File: src/rtl/vga_timing_pkg.sv
// Shared 640x480@60 timing constants and axis state encoding for the VGA timing generator.
package vga_timing_pkg;
    localparam int CNT_W = 10;

    localparam int VGA_H_ACTIVE = 640;
    localparam int VGA_H_FP     = 16;
    localparam int VGA_H_SYNC   = 96;
    localparam int VGA_H_BP     = 48;
    localparam int VGA_V_ACTIVE = 480;
    localparam int VGA_V_FP     = 10;
    localparam int VGA_V_SYNC   = 2;
    localparam int VGA_V_BP     = 33;

    localparam int VGA_H_TOTAL = VGA_H_ACTIVE + VGA_H_FP + VGA_H_SYNC + VGA_H_BP;
    localparam int VGA_V_TOTAL = VGA_V_ACTIVE + VGA_V_FP + VGA_V_SYNC + VGA_V_BP;

    typedef enum logic [1:0] {ST_ACT, ST_FRONT, ST_SYNC, ST_BACK} axis_st_e;

    // Advance one axis FSM given the counter value it is about to take.
    function automatic axis_st_e next_st(input axis_st_e st, input logic [CNT_W-1:0] cnt,
                                         input logic [CNT_W-1:0] front_start,
                                         input logic [CNT_W-1:0] sync_start,
                                         input logic [CNT_W-1:0] back_start);
        axis_st_e nxt;
        nxt = st;
        case (st)
            ST_ACT:   if (cnt == front_start) nxt = ST_FRONT;
            ST_FRONT: if (cnt == sync_start)  nxt = ST_SYNC;
            ST_SYNC:  if (cnt == back_start)  nxt = ST_BACK;
            ST_BACK:  if (cnt == '0)          nxt = ST_ACT;
            default:  nxt = ST_ACT;
        endcase
        return nxt;
    endfunction
endpackage

File: src/rtl/vga_timing_gen_pix_en.sv
// Clock divider: asserts tick on the clock where div_cnt reaches CLK_DIV-1.
module vga_pix_en_gen #(
    parameter int CLK_DIV = 5
) (
    input  logic clk,
    input  logic rstn,
    output logic tick
);
    localparam int DW = (CLK_DIV > 1) ? $clog2(CLK_DIV) : 1;
    localparam logic [DW-1:0] DIV_LAST = DW'(CLK_DIV - 1);

    logic [DW-1:0] div_cnt;

    assign tick = (div_cnt == DIV_LAST);

    always_ff @(posedge clk) begin
        if (!rstn)     div_cnt <= '0;
        else if (tick) div_cnt <= '0;
        else           div_cnt <= div_cnt + 1'b1;
    end
endmodule

File: src/rtl/vga_timing_gen.sv
// 640x480@60 raster timing: pixel strobe, counters, DE and HS/VS, all aligned on one edge.
// Optional VGA_TIMING_FRAME_CNT_EN adds an 8-bit frame counter output o_frame_cnt.
module vga_timing_gen
    import vga_timing_pkg::*;
#(
    parameter int CLK_DIV  = 5,
    parameter int H_ACTIVE = VGA_H_ACTIVE,
    parameter int H_FP     = VGA_H_FP,
    parameter int H_SYNC   = VGA_H_SYNC,
    parameter int H_BP     = VGA_H_BP,
    parameter int V_ACTIVE = VGA_V_ACTIVE,
    parameter int V_FP     = VGA_V_FP,
    parameter int V_SYNC   = VGA_V_SYNC,
    parameter int V_BP     = VGA_V_BP,
    parameter bit SYNC_POL = 1'b0
) (
    input  logic             clk,
    input  logic             rstn,
    output logic             o_pix_en,
    output logic [CNT_W-1:0] o_h_cnt,
    output logic [CNT_W-1:0] o_v_cnt,
    output logic             o_de,
    output logic             o_hs,
    output logic             o_vs,
    output logic             o_frame_start
`ifdef VGA_TIMING_FRAME_CNT_EN
    ,output logic [7:0]      o_frame_cnt
`endif
);
    localparam int H_TOTAL = H_ACTIVE + H_FP + H_SYNC + H_BP;
    localparam int V_TOTAL = V_ACTIVE + V_FP + V_SYNC + V_BP;

    localparam logic [CNT_W-1:0] H_LAST = CNT_W'(H_TOTAL - 1);
    localparam logic [CNT_W-1:0] H_FS   = CNT_W'(H_ACTIVE);
    localparam logic [CNT_W-1:0] H_SS   = CNT_W'(H_ACTIVE + H_FP);
    localparam logic [CNT_W-1:0] H_BS   = CNT_W'(H_ACTIVE + H_FP + H_SYNC);
    localparam logic [CNT_W-1:0] V_LAST = CNT_W'(V_TOTAL - 1);
    localparam logic [CNT_W-1:0] V_FS   = CNT_W'(V_ACTIVE);
    localparam logic [CNT_W-1:0] V_SS   = CNT_W'(V_ACTIVE + V_FP);
    localparam logic [CNT_W-1:0] V_BS   = CNT_W'(V_ACTIVE + V_FP + V_SYNC);

    logic             tick;
    logic             h_wrap;
    logic [CNT_W-1:0] h_nxt, v_nxt;
    axis_st_e         h_st, v_st, h_st_nxt, v_st_nxt;

    vga_pix_en_gen #(.CLK_DIV(CLK_DIV)) u_pix_en (
        .clk  (clk),
        .rstn (rstn),
        .tick (tick)
    );

    always_comb begin
        h_wrap   = tick && (o_h_cnt == H_LAST);
        h_nxt    = o_h_cnt;
        v_nxt    = o_v_cnt;
        h_st_nxt = h_st;
        v_st_nxt = v_st;
        if (tick) begin
            h_nxt    = h_wrap ? '0 : o_h_cnt + 1'b1;
            h_st_nxt = next_st(h_st, h_nxt, H_FS, H_SS, H_BS);
        end
        if (h_wrap) begin
            v_nxt    = (o_v_cnt == V_LAST) ? '0 : o_v_cnt + 1'b1;
            v_st_nxt = next_st(v_st, v_nxt, V_FS, V_SS, V_BS);
        end
    end

    // Outputs decode the next-state values so every output moves with the counters.
    always_ff @(posedge clk) begin
        if (!rstn) begin
            o_h_cnt       <= H_LAST;
            o_v_cnt       <= V_LAST;
            h_st          <= ST_BACK;
            v_st          <= ST_BACK;
            o_pix_en      <= 1'b0;
            o_de          <= 1'b0;
            o_hs          <= ~SYNC_POL;
            o_vs          <= ~SYNC_POL;
            o_frame_start <= 1'b0;
        end else begin
            o_h_cnt       <= h_nxt;
            o_v_cnt       <= v_nxt;
            h_st          <= h_st_nxt;
            v_st          <= v_st_nxt;
            o_pix_en      <= tick;
            o_de          <= (h_st_nxt == ST_ACT) && (v_st_nxt == ST_ACT);
            o_hs          <= (h_st_nxt == ST_SYNC) ? SYNC_POL : ~SYNC_POL;
            o_vs          <= (v_st_nxt == ST_SYNC) ? SYNC_POL : ~SYNC_POL;
            o_frame_start <= tick && (h_nxt == '0) && (v_nxt == '0);
        end
    end

`ifdef VGA_TIMING_FRAME_CNT_EN
    always_ff @(posedge clk) begin
        if (!rstn)
            o_frame_cnt <= '0;
        else if (tick && (h_nxt == '0) && (v_nxt == '0))
            o_frame_cnt <= o_frame_cnt + 1'b1;
    end
`endif
endmodule

File: config.mk
export PLATFORM = sky130hd
export DESIGN_NAME = vga_timing_gen
export DESIGN_NICKNAME = d
export VERILOG_FILES = /design/src/rtl/vga_timing_pkg.sv /design/src/rtl/vga_timing_gen_pix_en.sv /design/src/rtl/vga_timing_gen.sv
export SDC_FILE = /design/constraint.sdc
export NUM_CORES = 1
export LEC_CHECK = 0
export BUFFER_PORTS_ARGS = -buffer_cell sky130_fd_sc_hd__buf_2
export CAP_MARGIN = 20
export CORE_MARGIN = 2
export CORE_UTILIZATION = 45
export CTS_CLUSTER_DIAMETER = 40
export CTS_CLUSTER_SIZE = 20
export DETAILED_ROUTE_END_ITERATION = 8
export HOLD_SLACK_MARGIN = 0.06
export PLACE_DENSITY = 0.66
export SETUP_SLACK_MARGIN = 0.4
export SLEW_MARGIN = 40
export SYNTH_ARGS = -nofsm -noshare
export SYNTH_HDL_FRONTEND = slang
export SYNTH_HIERARCHICAL = 1
export SYNTH_SLANG_ARGS = --single-unit
File: constraint.sdc
create_clock -name clk -period 4.2 [get_ports clk]
set_clock_uncertainty 0.05 [all_clocks]
set_input_delay 0.21 -clock clk [delete_from_list [all_inputs] [get_ports clk]]
set_output_delay 0.21 -clock clk [all_outputs]
set_load 0.02 [all_outputs]
# [After elaboration in Yosys (flattened, before gate mapping)]
# Cells that the tools add are included.
[classes] addsub=3 eq_ne=17 n_reduce_logical=13 mux=18 bitwise_logic=1
[ops] op="$eq A10 B10 Y1 const B" n=5
[ops] op="$logic_not A10 Y1" n=4
[ops] op="$mux W10" n=4
[ops] op="$eq A10 B9 Y1 const B" n=3
[ops] op="$add A10 B1 Y10 const B" n=2
[ops] op="$mux W2" n=10
[ops] op="$pmux W2 S4" n=2
[ops] op="$eq A2 B2 Y1 const B" n=6
[ops] op="$logic_not A2 Y1" n=4
[ops] op="$eq A2 B1 Y1 const B" n=2
[ops] op="$logic_and A1 B1 Y1" n=4
[ops] op="$add A3 B1 Y3 const B" n=1
[ops] op="$eq A3 B3 Y1 const B" n=1
[ops] op="$mux W1" n=2
[ops] op="$reduce_or A2 Y1" n=1
[ops] op="$not A1 Y1" n=1
[totals] word_cells=62 out_inout_bits=25 register_bits=32 in_bits=2

# [Logic depth before layout (Yosys ltp)]
[logic_depth] word_depth=9 ltp_mapped=12

# [Hierarchy]
# The synthesis kept the hierarchy.
[modules_own_cells] module="vga_timing_gen" cells_each=280 instances=1 area_each_um2=2130.8
[modules_own_cells] module="vga_pix_en_gen" cells_each=14 instances=1 area_each_um2=138.9

# [Worst setup path after synthesis]
# OpenSTA, ideal clock, no wires.
[synth_timing] kind="reg-to-reg" start="register o_h_cnt[0]" end="register o_de" path_stages_with_launch=10 setup_time_ns=0.061 setup_slack_ns=1.389 t_arrival_ns=2.699 period_less_slack_ns=2.811 n_path_buf=1 path_cell_list="dfxtp_1 > ha_1 > clkbuf_1 > nand4_1 > nor2_1 > mux2_4 > a2111oi_4 > a21boi_2 > o311ai_2 > and4_1"
[synth_between] elab_chain_cells=9
[synth_lines] element="start: declaration" line_no="vga_timing_gen.sv:20" rtl="output logic [CNT_W-1:0] o_h_cnt,"
[synth_lines] element="start signal: assignment" line_no="vga_timing_gen.sv:82" rtl="o_h_cnt <= h_nxt;"
[synth_lines] element="branches (longest 8 deep; another with $add A10 B1 Y10)"
[synth_lines] element="$logic_and A1 B1 Y1 (*)" line_no="vga_timing_gen.sv:87" rtl="o_de <= (h_st_nxt == ST_ACT) && (v_st_nxt == ST_ACT);"
[synth_lines] element="end signal: assignment" line_no="vga_timing_gen.sv:87"
[synth_lines] element="end: declaration" line_no="vga_timing_gen.sv:22" rtl="output logic o_de,"
# Mark *: on every way between the ends.
# A chain may end at the register's enable or synchronous reset.

# [Final worst setup path]
[layout_timing] start="register u_pix_en.div_cnt[0]" end="register o_frame_start"
[layout_between] elab_chain_cells=7
[layout_lines] element="start: declaration" line_no="vga_timing_gen_pix_en.sv:12" rtl="logic [DW-1:0] div_cnt;"
[layout_lines] element="start signal: assignment" line_no="vga_timing_gen_pix_en.sv:19" rtl="else div_cnt <= div_cnt + 1'b1;"
[layout_lines] element="$eq A3 B3 Y1 (*)" line_no="vga_timing_gen_pix_en.sv:14" rtl="assign tick = (div_cnt == DIV_LAST);"
[layout_lines] element="net tick" line_no="vga_timing_gen.sv:42" rtl="logic tick;"
[layout_lines] element="$logic_and A1 B1 Y1" line_no="vga_timing_gen.sv:54" rtl="h_wrap = tick && (o_h_cnt == H_LAST);"
[layout_lines] element="$mux W10" line_no="vga_timing_gen.sv:60" rtl="h_nxt = h_wrap ? '0 : o_h_cnt + 1'b1;"
[layout_lines] element="$mux W10" line_no="vga_timing_gen.sv:59" rtl="if (tick) begin"
[layout_lines] element="$logic_not A10 Y1" line_no="vga_timing_gen.sv:90" rtl="o_frame_start <= tick && (h_nxt == '0) && (v_nxt == '0);"
[layout_lines] element="$logic_and A1 B1 Y1" line_no="vga_timing_gen.sv:90"
[layout_lines] element="$logic_and A1 B1 Y1 (*)" line_no="vga_timing_gen.sv:90"
[layout_lines] element="end signal: assignment" line_no="vga_timing_gen.sv:90"
[layout_lines] element="end: declaration" line_no="vga_timing_gen.sv:25" rtl="output logic o_frame_start"
# The timed path passes the listed nets; every way through them passes the cells marked *.

==> impl_metrics.csv <==
group,metric,value,unit
synth,synth_seq_cells,32,
outcome,status,"finished clean",
sta,hold_violations,0,
synth,postSynthAreaPerCell,7.720,um2
synth,yosysSeqAreaShare,0.2822,
worst_setup_path,cp-start-kind,"flip-flop",
worst_setup_path,crit_path_max_incr_delay,0.55,ns
die,fp.dieW,75.02,um
clock_network,cts_setup_buffers,0,
worst_setup_path,crit_path_top_delay_cell,"or4b_4",
worst_setup_path,cp_num_buf_inv,2,
clock_network,cts_made_buffers,5,
die,io_pins,27,
synth,syn-num-nets,301,
route,totalWireLength,5.741,mm
synth,synth_async_sr_flop_share,0,
die,die_h,75.02,um
global_routing,grt_overflow,0,
place,dp_hpwl,4.127,mm
route,routed_via_density,5.963,
worst_setup_path,crit_family,"simple AND/OR/NAND/NOR gates",
die,row_count,25,
clock_network,clock-sinks,32,
sta,post-route-period-util,0.7209,
cells_and_area,antenna_cells,0,
synth,synthDistinctLibCells,69,
synth,synthFlopType,"dfxtp_1",
clock_network,clockBufferDepth,2,
sta,slew_headroom,0.5364,
sta,finalCriticalPeriod,3.028,ns
power_and_ir_drop,powerDensity,267.5,mW/mm2
worst_setup_path,arrival,3.19,ns
sta,fmax,330.3,MHz
route,drt-pass1-iter-count,6,
die,core,0.004786,mm2
clock_network,cts_resized,0,
power_and_ir_drop,ir_drop,173.8,uV
synth,synth_edf_count,0,
sta,finalSetupViolCount,0,
global_routing,first_global_vias,2003,
clock_network,path_clk_slew,0.07,ns
sta,tns,0,ns
worst_setup_path,path_cells,"inv_1 > ha_1 > nand2_1 > inv_1 > or4b_4 > or3_4 > o21ai_1 > o31a_1 > or4b_1 > nor3_2",
place,place_inst,368,
place,globalplace.congestion,0.8695,
route,vias,2242,
die,start_util,0.4742,
route,ant_nets,0,
global_routing,grt_max_degree,17,
clock_network,worstSkewPairLatency,0.29,ns
global_routing,groute.usage.overall,0.2252,
clock_network,postCtsHoldBufs,0,
worst_setup_path,endpoint_kind,"flip-flop",
cells_and_area,final_cells,376,
global_routing,grt_pass1_wl,9.694,mm
worst_setup_path,crit_path_max_fanout,15,
clock_network,cts_tree,"yes",
place,portBuffers,26,
cells_and_area,fill_cells,476,
global_routing,antenna_found_initial,0,
sta,rsz0062_at_grt,"false",
route,drtIter0Drc,240,
cells_and_area,synthToLayoutAreaGrowth,9.592,%
route,detail_route.wl_per_cell,15.27,um
cells_and_area,layout-drive-gt1-share,0.1650,
synth,syn_inst,294,
worst_setup_path,cp_data_required_time,4.37,ns
clock_network,h-tree-depth,2,
synth,synth_area,0.002270,mm2
route,drc,0,
die,dieArea,0.005628,mm2
worst_setup_path,worst-setup-path-type,"flip-flop to flip-flop",
clock_network,ctsRootBufferMaster,"clkbuf_8",
cells_and_area,fin_nets,315,
sta,slew_violations,0,
worst_hold_path,hp-class,"primary input to flip-flop",
synth,yosysWarnings,6,
sta,tightest_slew,0.6954,ns
run,drv_cap,0,
worst_setup_path,crit_top_cell,"inv_1",
power_and_ir_drop,p_leak,0.9859,nW
-- cells in the final DEF, fill, tap and decap left out, types with 5 or more instances in the layout --
cell and count:
nand2_1 30, ha_1 5, o21ai_0 9, buf_2 26, nor3_1 11, inv_1 17, dfxtp_1 32, nand4_1 8
nand3_1 9, a21oi_1 13, nor2_1 32, clkbuf_8 6, a31oi_1 5, xnor2_1 9, and3_1 8
-- stage by stage --
stage | total power, W | instance area [um2] | utilization | setup slack (ns) | hold slack [ns]
after detailed placement | 0.0004221 | 2397 | 0.5009 | 1.187 | 0.4822
after CTS | 0.0006691 | 2487 | 0.5197 | 1.171 | 0.1921
after global routing | 0.0006949 | 2487 | 0.5197 | 0.9444 | 0.1980
after global placement | 0.0004213 | 2397 | 0.5009 | 1.259 | 0.4742
final | 0.0006653 | 2487 | 0.5197 | 1.172 | 0.1933
after floorplan | 0.0003984 | 2270 | - | 1.389 | 0.2776
-- worst paths after layout --
check	depth (start not counted)	from	slack [ns]	endpoint
setup / recovery	10	u_pix_en/div_cnt[0]	1.17	o_frame_start
hold / removal	2	rstn	0.19	o_v_cnt[3]
setup reg to reg	10	u_pix_en/div_cnt[0]	1.17	o_frame_start
hold reg to reg	2	u_pix_en/div_cnt[0]	0.50	u_pix_en/div_cnt[0]
-- worst reg2reg max path: stages (launching register included) --
cell and delay [ns]:
dfxtp_1 0.31, inv_1 0.07, ha_1 0.18, nand2_1 0.08, inv_1 0.31, or4b_4 0.55
or3_4 0.47, o21ai_1 0.15, o31a_1 0.15, or4b_1 0.45, nor3_2 0.18
-- cell families after synthesis --
kind of cell	synth area share
AND/OR/NAND/NOR	0.3153
AO/OA/AOI/OAI	0.2382
buffers and inverters	0.07553
flip-flops	0.2822
XOR/XNOR	0.05017
adder cells (fa/ha/maj)	0.02756
multiplexers	0.01102
-- layout make-up --
cell class | instances | area, um2 | area share
flip-flops and latches | 32 | 640.6 | 0.2575
well taps | 67 | 83.83 | 0.03370
clock buffers | 8 | 90.09 | 0.03622
inverters | 17 | 63.81 | 0.02565
repair buffers | 28 | 145.1 | 0.05835
multi-input cells | 224 | 1464 | 0.5885
-- layer usage --
| layer | track usage | routed length (um) | vias up |
|---|---|---|---|
| met1 | 0.2934 | 2546 | 1056 |
| met5 | 0 | 0 | - |
| li1 | - | - | 1101 |
| met3 | 0.04819 | 311 | 11 |
| met2 | 0.3587 | 2758 | 74 |
| met4 | 0.09921 | 125 | 0 |
-- state kept, by name, summed over array words and instances (netlist names) --
signal / cells
o_vs: 1
u_pix_en/div_cnt: 3
v_st: 2
h_st: 2
o_de: 1
o_hs: 1
o_frame_start: 1
o_h_cnt: 10
o_pix_en: 1
o_v_cnt: 10
-- cells in the mapped netlist (8+ instances only) --
cell type  instances  area (um2)
dfxtp_1           32       640.6
nor2_1            32       120.1
nand2_1           30       112.6
inv_1             17       63.81
a21oi_1           13       65.06
nor3_1            11       55.05
clkbuf_1          10       37.54
nand3_1            9       45.04
o21ai_0            9       45.04
xnor2_1            9       78.83
and3_1             8       50.05
buf_2              8       40.04
nand4_1            8       50.05
-- report_power, final --
part           total (W)  internal [W]  switching, W
logic          0.0000941     0.0000353     0.0000588
registers       0.000321      0.000310     0.0000107
clock network   0.000250      0.000134      0.000117
total           0.000665      0.000479      0.000186
Power figures use the tool's default switching activity.
